===== src/rtl/ysyx_24090018_pkg.sv =====
// Shared types for the writeback unit: FSM state encoding and the RV32I
// load funct3 encodings used by the load formatter.
package ysyx_24090018_pkg;

  typedef enum logic {
    IDLE     = 1'b0,
    WAIT_LSU = 1'b1
  } wbu_state_e;

  localparam logic [2:0] F3_LB  = 3'b000;
  localparam logic [2:0] F3_LH  = 3'b001;
  localparam logic [2:0] F3_LW  = 3'b010;
  localparam logic [2:0] F3_LBU = 3'b100;
  localparam logic [2:0] F3_LHU = 3'b101;

endpackage


===== src/rtl/ysyx_24090018_load_fmt.sv =====
// Combinational load-data formatter: selects the byte or half addressed by
// addr_lo from the LSU word and sign/zero extends it according to funct3.
module ysyx_24090018_load_fmt
  import ysyx_24090018_pkg::*;
(
  input  logic [2:0]  funct3_i,
  input  logic [1:0]  addr_lo_i,
  input  logic [31:0] rdata_i,
  output logic [31:0] data_o
);

  logic [31:0] byte_shift;
  logic [31:0] half_shift;
  logic [7:0]  byte_sel;
  logic [15:0] half_sel;

  assign byte_shift = rdata_i >> {addr_lo_i, 3'b000};
  // Halfword select ignores addr_lo[0]; misaligned halves never reach here.
  assign half_shift = rdata_i >> {addr_lo_i[1], 4'b0000};
  assign byte_sel   = byte_shift[7:0];
  assign half_sel   = half_shift[15:0];

  always_comb begin
    data_o = rdata_i;
    case (funct3_i)
      F3_LB:   data_o = {{24{byte_sel[7]}}, byte_sel};
      F3_LH:   data_o = {{16{half_sel[15]}}, half_sel};
      F3_LW:   data_o = rdata_i;
      F3_LBU:  data_o = {24'b0, byte_sel};
      F3_LHU:  data_o = {16'b0, half_sel};
      default: data_o = rdata_i;
    endcase
  end

endmodule


===== src/rtl/ysyx_24090018_wbu.sv =====
// Writeback unit: retires execute-stage results into the register file,
// waits for LSU data on loads, and tracks pending writers per register.
module ysyx_24090018_wbu
  import ysyx_24090018_pkg::*;
#(
  parameter int REG_ADDR_WIDTH = 4,
  parameter int DATA_WIDTH     = 32
) (
  input  logic                         clk,
  input  logic                         rst_n,
  input  logic                         in_valid_i,
  output logic                         in_ready_o,
  input  logic                         in_wen_i,
  input  logic [REG_ADDR_WIDTH-1:0]    in_rd_i,
  input  logic                         in_is_load_i,
  input  logic [2:0]                   in_funct3_i,
  input  logic [1:0]                   in_addr_lo_i,
  input  logic [DATA_WIDTH-1:0]        in_result_i,
  input  logic                         lsu_rvalid_i,
  input  logic [DATA_WIDTH-1:0]        lsu_rdata_i,
  output logic                         rf_wen_o,
  output logic [REG_ADDR_WIDTH-1:0]    rf_waddr_o,
  output logic [DATA_WIDTH-1:0]        rf_wdata_o,
  output logic                         commit_o,
  input  logic                         sb_set_i,
  input  logic [REG_ADDR_WIDTH-1:0]    sb_set_rd_i,
  output logic [2**REG_ADDR_WIDTH-1:0] busy_o
);

  localparam int NREGS = 2**REG_ADDR_WIDTH;

  wbu_state_e                state_q, state_d;
  logic [REG_ADDR_WIDTH-1:0] ld_rd_q, ld_rd_d;
  logic                      ld_wen_q, ld_wen_d;
  logic [2:0]                ld_funct3_q, ld_funct3_d;
  logic [1:0]                ld_addr_lo_q, ld_addr_lo_d;
  logic                      rf_wen_q, rf_wen_d;
  logic [REG_ADDR_WIDTH-1:0] rf_waddr_q, rf_waddr_d;
  logic [DATA_WIDTH-1:0]     rf_wdata_q, rf_wdata_d;
  logic                      commit_q, commit_d;
  logic [NREGS-1:0]          busy_q, busy_d;
  logic [31:0]               fmt_data;

  ysyx_24090018_load_fmt u_load_fmt (
    .funct3_i  (ld_funct3_q),
    .addr_lo_i (ld_addr_lo_q),
    .rdata_i   (lsu_rdata_i[31:0]),
    .data_o    (fmt_data)
  );

  assign in_ready_o = (state_q == IDLE);

  always_comb begin
    state_d      = state_q;
    ld_rd_d      = ld_rd_q;
    ld_wen_d     = ld_wen_q;
    ld_funct3_d  = ld_funct3_q;
    ld_addr_lo_d = ld_addr_lo_q;
    rf_wen_d     = 1'b0;
    rf_waddr_d   = rf_waddr_q;
    rf_wdata_d   = rf_wdata_q;
    commit_d     = 1'b0;
    case (state_q)
      IDLE: begin
        if (in_valid_i) begin
          if (in_is_load_i) begin
            ld_rd_d      = in_rd_i;
            ld_wen_d     = in_wen_i;
            ld_funct3_d  = in_funct3_i;
            ld_addr_lo_d = in_addr_lo_i;
            state_d      = WAIT_LSU;
          end else begin
            rf_wen_d   = in_wen_i & (in_rd_i != '0);
            rf_waddr_d = in_rd_i;
            rf_wdata_d = in_result_i;
            commit_d   = 1'b1;
          end
        end
      end
      WAIT_LSU: begin
        if (lsu_rvalid_i) begin
          rf_wen_d   = ld_wen_q & (ld_rd_q != '0);
          rf_waddr_d = ld_rd_q;
          rf_wdata_d = DATA_WIDTH'(fmt_data);
          commit_d   = 1'b1;
          state_d    = IDLE;
        end
      end
      default: state_d = IDLE;
    endcase
  end

  // Set beats clear on the same register: a newer writer is already in flight.
  assign busy_d[0] = 1'b0;
  generate
    for (genvar gi = 1; gi < NREGS; gi++) begin : g_busy
      logic set_w, clr_w;
      assign set_w      = sb_set_i & (sb_set_rd_i == REG_ADDR_WIDTH'(gi));
      assign clr_w      = rf_wen_q & (rf_waddr_q == REG_ADDR_WIDTH'(gi));
      assign busy_d[gi] = set_w | (busy_q[gi] & ~clr_w);
    end
  endgenerate

  always_ff @(posedge clk or negedge rst_n) begin
    if (!rst_n) begin
      state_q      <= IDLE;
      ld_rd_q      <= '0;
      ld_wen_q     <= 1'b0;
      ld_funct3_q  <= '0;
      ld_addr_lo_q <= '0;
      rf_wen_q     <= 1'b0;
      rf_waddr_q   <= '0;
      rf_wdata_q   <= '0;
      commit_q     <= 1'b0;
      busy_q       <= '0;
    end else begin
      state_q      <= state_d;
      ld_rd_q      <= ld_rd_d;
      ld_wen_q     <= ld_wen_d;
      ld_funct3_q  <= ld_funct3_d;
      ld_addr_lo_q <= ld_addr_lo_d;
      rf_wen_q     <= rf_wen_d;
      rf_waddr_q   <= rf_waddr_d;
      rf_wdata_q   <= rf_wdata_d;
      commit_q     <= commit_d;
      busy_q       <= busy_d;
    end
  end

  assign rf_wen_o   = rf_wen_q;
  assign rf_waddr_o = rf_waddr_q;
  assign rf_wdata_o = rf_wdata_q;
  assign commit_o   = commit_q;
  assign busy_o     = busy_q;

endmodule


===== config.mk =====
export PLATFORM = sky130hd
export DESIGN_NAME = ysyx_24090018_wbu
export DESIGN_NICKNAME = d
export VERILOG_FILES = /design/src/rtl/ysyx_24090018_pkg.sv /design/src/rtl/ysyx_24090018_load_fmt.sv /design/src/rtl/ysyx_24090018_wbu.sv
export SDC_FILE = /design/constraint.sdc
export NUM_CORES = 1
export LEC_CHECK = 0
export CORE_MARGIN = 8
export CORE_UTILIZATION = 35
export DETAILED_ROUTE_END_ITERATION = 10
export DONT_BUFFER_PORTS = 1
export GPL_TIMING_DRIVEN = 0
export PLACE_DENSITY_LB_ADDON = 0.08
export REMOVE_ABC_BUFFERS = 1
export SYNTH_ARGS = -nofsm -noshare
export SYNTH_HDL_FRONTEND = slang
export SYNTH_SLANG_ARGS = --single-unit

===== constraint.sdc =====
create_clock -name clk -period 1.7 [get_ports clk]
set_clock_uncertainty 0.15 [all_clocks]
set_input_delay 0.255 -clock clk [delete_from_list [all_inputs] [get_ports clk]]
set_output_delay 0.255 -clock clk [all_outputs]
set_load 0.02 [all_outputs]

After elaboration in Yosys (flattened, before gate mapping)
Index checks and enable logic that the tools add are counted.
{ "op_classes": {"n_addsub": 0, "n_mul": 0, "n_div": 0, "magnitude_cmp": 0, "n_eq_ne": 36, "shifts": 2, "mux": 21, "bitwise": 78, "reduce_logical": 5} }
{ "op_table": {"columns": ["operator", "count"], "rows": [
  ["one-hot mux 32 bit (4 select lines)", 1],
  ["two-way mux 32 bit", 3],
  ["equality test 4 bit, second input constant", 16],
  ["one-hot mux 32 bit (2 select lines)", 1],
  ["bitwise AND 1 bit", 47],
  ["equality test 4 x 3 -> 1 bit, second input constant", 8],
  [">> shifter 32 x 5 -> 16 bit", 1],
  [">> shifter 32 x 5 -> 8 bit", 1],
  ["equality test 4 x 2 -> 1 bit, second input constant", 4],
  ["inverter 1 bit", 16],
  ["bitwise OR 1 bit", 15],
  ["two-way mux 4 bit", 3],
  ["two-way mux 1 bit", 9],
  ["equality test 4 x 1 -> 1 bit, second input constant", 2],
  ["one-hot mux 4 bit (2 select lines)", 1],
  ["nonzero test 4 bit", 2],
  ["equality test 3 bit, second input constant", 2],
  ["!= test 2 bit, second input constant", 3],
  ["one-hot mux 1 bit (2 select lines)", 3],
  ["AND reduction 3 bit", 2],
  ["equality test 3 x 1 -> 1 bit, second input constant", 1],
  ["logical NOT 3 bit", 1]
]} }
{ "word_totals": {"regBits": 64, "latchBits": 0, "ram_bits": 0, "rom_bits": 0, "in_bits": 84, "output_inout_bits": 55, "n_memories": 0} }

Logic depth before layout (Yosys ltp)
Gate-level depths: netlist of run 1.
{ "depth": {"ltp_word": 5, "mapped_depth": 7} }

Hierarchy
Synthesis of run 1 repeated with hierarchy kept, for this count alone.
{ "unflattened": {"hier_cells": 331, "area_unflattened_um2": 3839.9} }
{ "modules_own_cells": {"columns": ["mod", "instances", "cells_each", "area_per_inst_um2", "seq_area_each_um2"], "rows": [
  ["ysyx_24090018_wbu", 1, 213, 3040.4, 1601.5],
  ["ysyx_24090018_load_fmt", 1, 118, 799.5, 0.0]
]} }

Least setup slack after synthesis of run 1
Ideal clock, no wire load.
{ "synth_timing": {"path_kind": "flip-flop to flip-flop", "start": "register ld_addr_lo_q[1]", "end": "register rf_wdata_q[27] (netlist: rf_wdata_o[27])", "t_arrival_ns": 1.508, "required_time_ns": 1.424, "slack_ns": -0.084, "stages_incl_launch_ff": 6, "period_less_slack_ns": 1.784, "path_cell_list": "dfrtp_1 mux4_2 and2_4 o21ai_4 buf_6 a211oi_1"} }
{ "synth_via": {"elab_chain_len": 4, "word_cells_on_any_way": 5, "cone_classes": "shift: 2; mux: 3"} }
{ "synth_lines": {"columns": ["item", "line", "text"], "rows": [
  ["from (decl)", "ysyx_24090018_wbu.sv:36", "logic [1:0] ld_addr_lo_q, ld_addr_lo_d;"],
  ["from (signal assigned)", "ysyx_24090018_wbu.sv:121", "ld_addr_lo_q <= ld_addr_lo_d;"],
  [">> shifter 32 x 5 -> 16 bit / >> shifter 32 x 5 -> 8 bit (equally long branches)", "ysyx_24090018_load_fmt.sv:19, ysyx_24090018_load_fmt.sv:17", null],
  ["one-hot mux 32 bit (4 select lines) *", "ysyx_24090018_load_fmt.sv:25", "case (funct3_i)"],
  ["two-way mux 32 bit *", "ysyx_24090018_wbu.sv:81", "if (lsu_rvalid_i) begin"],
  ["one-hot mux 32 bit (2 select lines) *", "ysyx_24090018_wbu.sv:63", "case (state_q)"],
  ["to (signal assigned)", "ysyx_24090018_wbu.sv:124", "rf_wdata_q <= rf_wdata_d;"],
  ["to (decl)", "ysyx_24090018_wbu.sv:39", "logic [DATA_WIDTH-1:0] rf_wdata_q, rf_wdata_d;"]
]} }
Every way passes the cells marked *; elsewhere a longest branch is shown, timed or not. The select of a mux whose other input is x is not followed.
A chain may end at the register's enable or synchronous reset.

Worst setup path after layout of run 1
{ "layout_timing": {"start": "register ld_addr_lo_q[1]", "end": "register rf_wdata_q[22] (netlist: rf_wdata_o[22])"} }
The elaborated chain is that of the path after synthesis.

==> results_dict.tcl, run 1 <==
set metrics [dict create \
    power.net_switching_mw 2.401 \
    critPathLaunchType "flop" \
    clockRootBuffer "clkbuf_8" \
    path_cells "mux4_2 -> and2_4 -> o21ai_4 -> buf_12 -> a211oi_1" \
    die_y_um 112.9 \
    core_um2 9196 \
    synth.yosys.seq_area_share_pct 48.71 \
    worstSetupPathType "flop to flop" \
    fillCellCount 865 \
    grt_use_met1_pct 27.32 \
    p_sw_share_pct 40.25 \
    hold_violations 66 \
    final_setup_violating_endpoints 32 \
    clk_path_buf_depth 2 \
    die_w_um 112.9 \
    globalplace.congestion 0.7630 \
    comb_power_share_pct 27.7 \
    final.setup.worst_slack_ns -0.1254 \
    met2_track_demand_over_resource_pct 32.64 \
    worst_r2r_path_depth 5 \
    max_freq_ghz 0.5478 \
    yosysTopAreaCell "dfrtp_1" \
    final_cells 524 \
    cts.htree.levels 3 \
    slew_violations 0 \
    final-seq-area_um2 1614 \
    critical_path.endpoint_type "flop" \
    totalWireLength_mm 13.12 \
    critPathSlowestCell "mux4_2" \
    ys.flop_type "dfrtp_1" \
    initial_utilization_pct 35.76 \
    firstDrtPassIters 4 \
    critical_path_arrival_ns 1.90 \
    grt.met3_usage_pct 7.029 \
    p_int_mw 3.564 \
    synth.avg_cell_area_um2 9.728 \
    failed_checks "hold timing, setup timing" \
    post-route-period-util_pct 107.4 \
    cts_inserted_buffers 9 \
    dp_hpwl_mm 7.859 \
    post_dp_cell_area_um2 3327 \
    via_count_of_the_first_global_routing_pass 3276 \
    synth_async_sr_flop_share_pct 100.0 \
    leakage_nw 1.786 \
    yosysWarningCount 0 \
    final_area_um2 4491 \
    grt_first_pass_wirelength_mm 20.45 \
    drc 0 \
    placement.io_buffers 0 \
    cts.reportedPaths.clkPinSlew_ns 0.08 \
    grt_start_max_net_pins 65 \
    layout-area-overhead-vs-synth_pct 36.57 \
    avgViaCountPerCell 5.861 \
    outcome "finished, violations left" \
    finalCriticalPeriod_ns 1.825 \
    clock_power_share_pct 23.5 \
    drtIter0Drc 162 \
    num_vias 3071 \
    insertedDiodeCount 0 \
    whs_ns -0.5631 \
    drv_cap 0 \
    synth_seq_cells 64 \
    std_cell_rows 35 \
    synthesized_cell_area_um2 3288 \
    r2r-end "rf_wdata_o[22]" \
    drt-wirelength-per-cell_um 25.04 \
    floorplan.die_area_um2 12750 \
    tritoncts "done" \
    synth.lib_cells_used.distinct 40 \
    hold_buffers 47 \
    multi_input_area_um2 1747 \
    synth-edff-count 0 \
    regToRegSetupSlack_ns -0.13 \
    initial_antenna_violation_count 0 \
    final_antenna_net_count 0 \
    ios 139 \
    gr-total-overflow 0 \
    powerDensity_nw_per_um2 1328 \
    global_route.usage.total_pct 20.98 \
    finalNetCount 492 \
    worst-slew-pin-transition_ns 0.5292 \
    share_of_cells_above_drive_strength_1_pct 25.18 \
    holdCritPathClass "primary input to async pin" \
    clock_latency_ns 0.35 \
    synth_area_leaders "dfrtp_1 (49%), o21ai_0 (8.2%), mux2_2 (6.2%), a211oi_1 (3.7%), nor3_1 (3.3%)" \
    syn-instance-count 338 \
    slew_headroom_pct 64.64 \
    yosysMostFrequentCell "dfrtp_1" \
    crit_path_max_incr_delay_ns 0.56 \
    vdd_ir_drop_max_uv 599.1 \
    power.share.sequential_pct 48.8 \
    fin_setup_tns_ns -2.749 \
    synthTopCellsByCount "dfrtp_1 (64), o21ai_0 (54), nand2_1 (26), nor3_1 (22)" \
    total_power_mw 5.965 \
    cp.required_ns 1.77 \
    placed_cells_incl_taps 425 \
    crit_path_max_fanout 14 \
    yosys.area.top_type_share_pct 48.71 \
    busiest_layer "met2" \
    regToRegStartpoint "ld_addr_lo_q[1]" \
    numClockSinks 64 \
    rsz0062_at_grt "true" \
]
## layout by cell type (no fill, tap or decap), types with 3 or more instances in the layout
cell type	n
a211oi_1	15
a21boi_2	7
a21o_1	6
a21oi_1	8
a311oi_1	7
and3_1	9
buf_4	24
buf_6	4
clkbuf_8	11
clkinvlp_4	5
dfrtp_1	60
dfrtp_4	3
dlygate4sd3_1	47
mux2_2	8
mux2_4	10
mux2i_1	5
nand2_1	26
nand2b_1	4
nand3b_1	4
nor2_1	16
nor2_4	3
nor3_1	21
o21ai_0	42
o21ai_1	13
o22a_1	6
o32ai_1	7
## power groups by stage
| stage | sequential, mW | combinational [mW] | clock [mW] |
|---|---|---|---|
| 2_1_floorplan | 2.81 | 0.818 | 0 |
| 3_3_place_gp | 3.00 | 1.03 | 0 |
| 4_1_cts | 2.95 | 1.51 | 1.42 |
| 3_5_place_dp | 3.01 | 1.04 | 0 |
| 5_1_grt | 2.98 | 1.82 | 1.50 |
| 6_report | 2.91 | 1.65 | 1.40 |
## final cells by class
cell class | count | area share, %
Multi-Input combinational cell | 248 | 38.90
Clock inverter | 5 | 1.226
Inverter | 5 | 0.6966
Timing Repair Buffer | 77 | 16.38
Timing Repair inverter | 3 | 0.3901
Sequential cell | 64 | 35.94
Clock buffer | 11 | 3.371
Tap cell | 111 | 3.093
## logic make-up after synthesis
family | after synthesis | share of synthesized area [%]
AOI/OAI and AO/OA | 120 | 23.55
and+or+nand+nor | 100 | 15.26
DFF | 64 | 48.71
buffers and inverters | 29 | 3.995
muxes | 24 | 8.371
other | 1 | 0.1140
## worst max-delay path, delay by kind of cell, from the launching register on
family,cells,cell delay [ns]
simple gates,1,0.19
mux,1,0.56
flops,1,0.39
buf+inv,1,0.17
compound gates,2,0.23
## what timing repair did
item / 4_1_cts / 5_1_grt
pin swaps: 7 / 4
setup buffers: 24 / 6
endpoints found under the hold margin: 119 / 65
gates cloned: 6 / 0
gates resized for setup: 54 / 17
endpoints found under the setup margin: 50 / 45
## through the flow
step	utilization, %	worst slack, ns
5_1_grt	48.83	-0.1631
2_1_floorplan	-	-2.115
4_1_cts	47.73	-0.1171
6_report	48.83	-0.1254
3_3_place_gp	36.04	-4.679
3_5_place_dp	36.18	-2.445
## layer usage
layer	share of wire, %	vias up
li1	-	1404
met1	43	1521
met2	47	132
met3	8.8	14
met4	1.2	0
met5	0	-
## sequential cells by signal (all words and copies together) (netlist names)
| signal | flops |
|---|---|
| rf_wdata_o | 32 |
| busy_o | 15 |
| ld_rd_q | 4 |
| rf_waddr_o | 4 |
| ld_funct3_q | 3 |
| ld_addr_lo_q | 2 |
| commit_o | 1 |
| ld_wen_q | 1 |
| rf_wen_o | 1 |
| state_q | 1 |
## worst max path at each step
stage                          startpoint        endpoint  cells past startpoint
after floorplan                   state_q  rf_wdata_o[15]                      5
after global placement            state_q   rf_wdata_o[2]                      4
after detailed placement          state_q  rf_wdata_o[15]                      5
after CTS                 ld_addr_lo_q[1]   rf_wdata_o[9]                      4
after global routing      ld_addr_lo_q[1]  rf_wdata_o[28]                      5
final                     ld_addr_lo_q[1]  rf_wdata_o[22]                      5
Note: power is estimated with default switching activity, not from simulation.
==> inputs of run 2 (changes only) <==
SKIP_LAST_GASP = 1   (was not set)
==> results_dict.tcl, run 2 (synthesized netlist as in run 1, its figures left out) <==
set metrics [dict create \
    outcome "finished, violations left" \
    failed_checks "hold timing, setup timing" \
    power.share.sequential_pct 48.8 \
    holdCritPathClass "primary input to async pin" \
    clk_path_buf_depth 2 \
    numClockSinks 64 \
    post_dp_cell_area_um2 3327 \
    worstSetupPathType "flop to flop" \
    crit_path_max_fanout 14 \
    via_count_of_the_first_global_routing_pass 3273 \
    initial_antenna_violation_count 0 \
    final_setup_violating_endpoints 39 \
    max_freq_ghz 0.5496 \
    power.net_switching_mw 2.391 \
    vdd_ir_drop_max_uv 615.3 \
    placement.io_buffers 0 \
    share_of_cells_above_drive_strength_1_pct 25.18 \
    largest_reg_flops 32 \
    hold_violations 65 \
    total_power_mw 5.960 \
    firstDrtPassIters 4 \
    worst-slew-pin-transition_ns 0.5177 \
    avgViaCountPerCell 5.830 \
    whs_ns -0.5551 \
    initial_utilization_pct 35.76 \
    finalCriticalPeriod_ns 1.820 \
    grt_start_max_net_pins 65 \
    leakage_nw 1.793 \
    drt-wirelength-per-cell_um 25.12 \
    p_int_mw 3.568 \
    insertedDiodeCount 0 \
    placed_cells_incl_taps 425 \
    tritoncts "done" \
    powerDensity_nw_per_um2 1324 \
    clock_power_share_pct 23.3 \
    cp.required_ns 1.76 \
    final_area_um2 4501 \
    dp_hpwl_mm 7.859 \
    final.setup.worst_slack_ns -0.1196 \
    drc 0 \
    critPathLaunchType "flop" \
    slew_headroom_pct 65.40 \
    clockRootBuffer "clkbuf_8" \
    hold_buffers 46 \
    global_route.usage.total_pct 21.00 \
    drv_cap 0 \
    num_vias 3055 \
    grt_first_pass_wirelength_mm 20.45 \
    drtIter0Drc 163 \
    post-route-period-util_pct 107.0 \
    final_cells 524 \
    cts.reportedPaths.clkPinSlew_ns 0.08 \
    layout_common_cells "dfrtp_1 (60), o21ai_0 (46), dlygate4sd3_1 (46), nand2_1 (26)" \
    core_um2 9196 \
    globalplace.congestion 0.7630 \
    comb_power_share_pct 27.9 \
    cts_inserted_buffers 9 \
    final_antenna_net_count 0 \
    slew_violations 0 \
    clock_latency_ns 0.34 \
    finalNetCount 492 \
    detailedPlace.worstSlack_ns -2.445 \
    critical_path.endpoint_type "flop" \
    ios 139 \
    gr-total-overflow 0 \
    totalWireLength_mm 13.16 \
    rsz0062_at_grt "true" \
    die_w_um 112.9 \
    layout-area-overhead-vs-synth_pct 36.87 \
    layout_commonest_cell "dfrtp_1" \
    std_cell_rows 35 \
    cts.htree.levels 3 \
    critical_path_arrival_ns 1.88 \
    die_y_um 112.9 \
    floorplan.die_area_um2 12750 \
    p_sw_share_pct 40.13 \
    final_core_utilization_pct 48.94 \
]
==> run 2: timing repair <==
action | in CTS | in global routing
cloned | 6 | 0
pin swaps | 6 | 4
hold endpoints to repair | 119 | 65
setup buffers | 24 | 7
setup endpoints to repair | 50 | 45
gates resized for setup | 51 | 17
==> run 2: power by group through the flow <==
stage / Sequential [mW] / Combinational [mW] / Clock (mW)
6_report: 2.91 / 1.66 / 1.39
3_5_place_dp: 3.01 / 1.04 / 0
3_3_place_gp: 3.00 / 1.03 / 0
2_1_floorplan: 2.81 / 0.818 / 0
4_1_cts: 2.95 / 1.51 / 1.42
5_1_grt: 2.98 / 1.84 / 1.48
==> run 2: area by class of cell <==
class,instances,area (um2)
clock buffer,11,151.4
sequential,64,1614
tap,111,138.9
clock inverter,5,55.05
multi-input combinational,248,1743
timing repair buffer,77,747.0
inverter,5,33.78
fill,866,4696
timing repair inverter,3,17.52
==> run 2: worst max-delay path, cell delays in order, from the launching register on <==
cell	delay, ns
dfrtp_2	0.39
mux4_2	0.56
and2_4	0.19
o21ai_4	0.15
buf_12	0.17
a211oi_1	0.07
==> run 2: through the flow <==
step / hold WS [ns] / TNS, ns
finish: -0.5551 / -2.826
global route: -0.5862 / -4.947
CTS: -0.5666 / -2.928
detailed placement: -0.1887 / -89.41
global placement: -0.1887 / -166.04
floorplan: -0.1906 / -68.72
==> run 2: worst paths after layout <==
| kind | slack (ns) | endpoint | from | depth (start not counted) |
|---|---|---|---|---|
| min | -0.56 | busy_o[10] | rst_n | 0 |
| min in group clk | 0 | rf_wdata_o[7] | lsu_rdata_i[7] | 2 |
| max | -0.12 | rf_wdata_o[22] | ld_addr_lo_q[1] | 5 |
| max reg2reg | -0.12 | rf_wdata_o[22] | ld_addr_lo_q[1] | 5 |
| min reg2reg | 0.37 | ld_wen_q | ld_wen_q | 1 |
| max in group asynchronous | 1.82 | ld_addr_lo_q[1] | rst_n | 0 |
==> run 2: metal layers <==
metal / GRT usage (%) / share of wire (%) / up-vias
met5: 0 / 0 / -
met4: 5.417 / 1.1 / 0
met3: 7.188 / 8.4 / 12
met2: 32.52 / 47 / 128
met1: 27.38 / 44 / 1508
li1: - / - / 1407
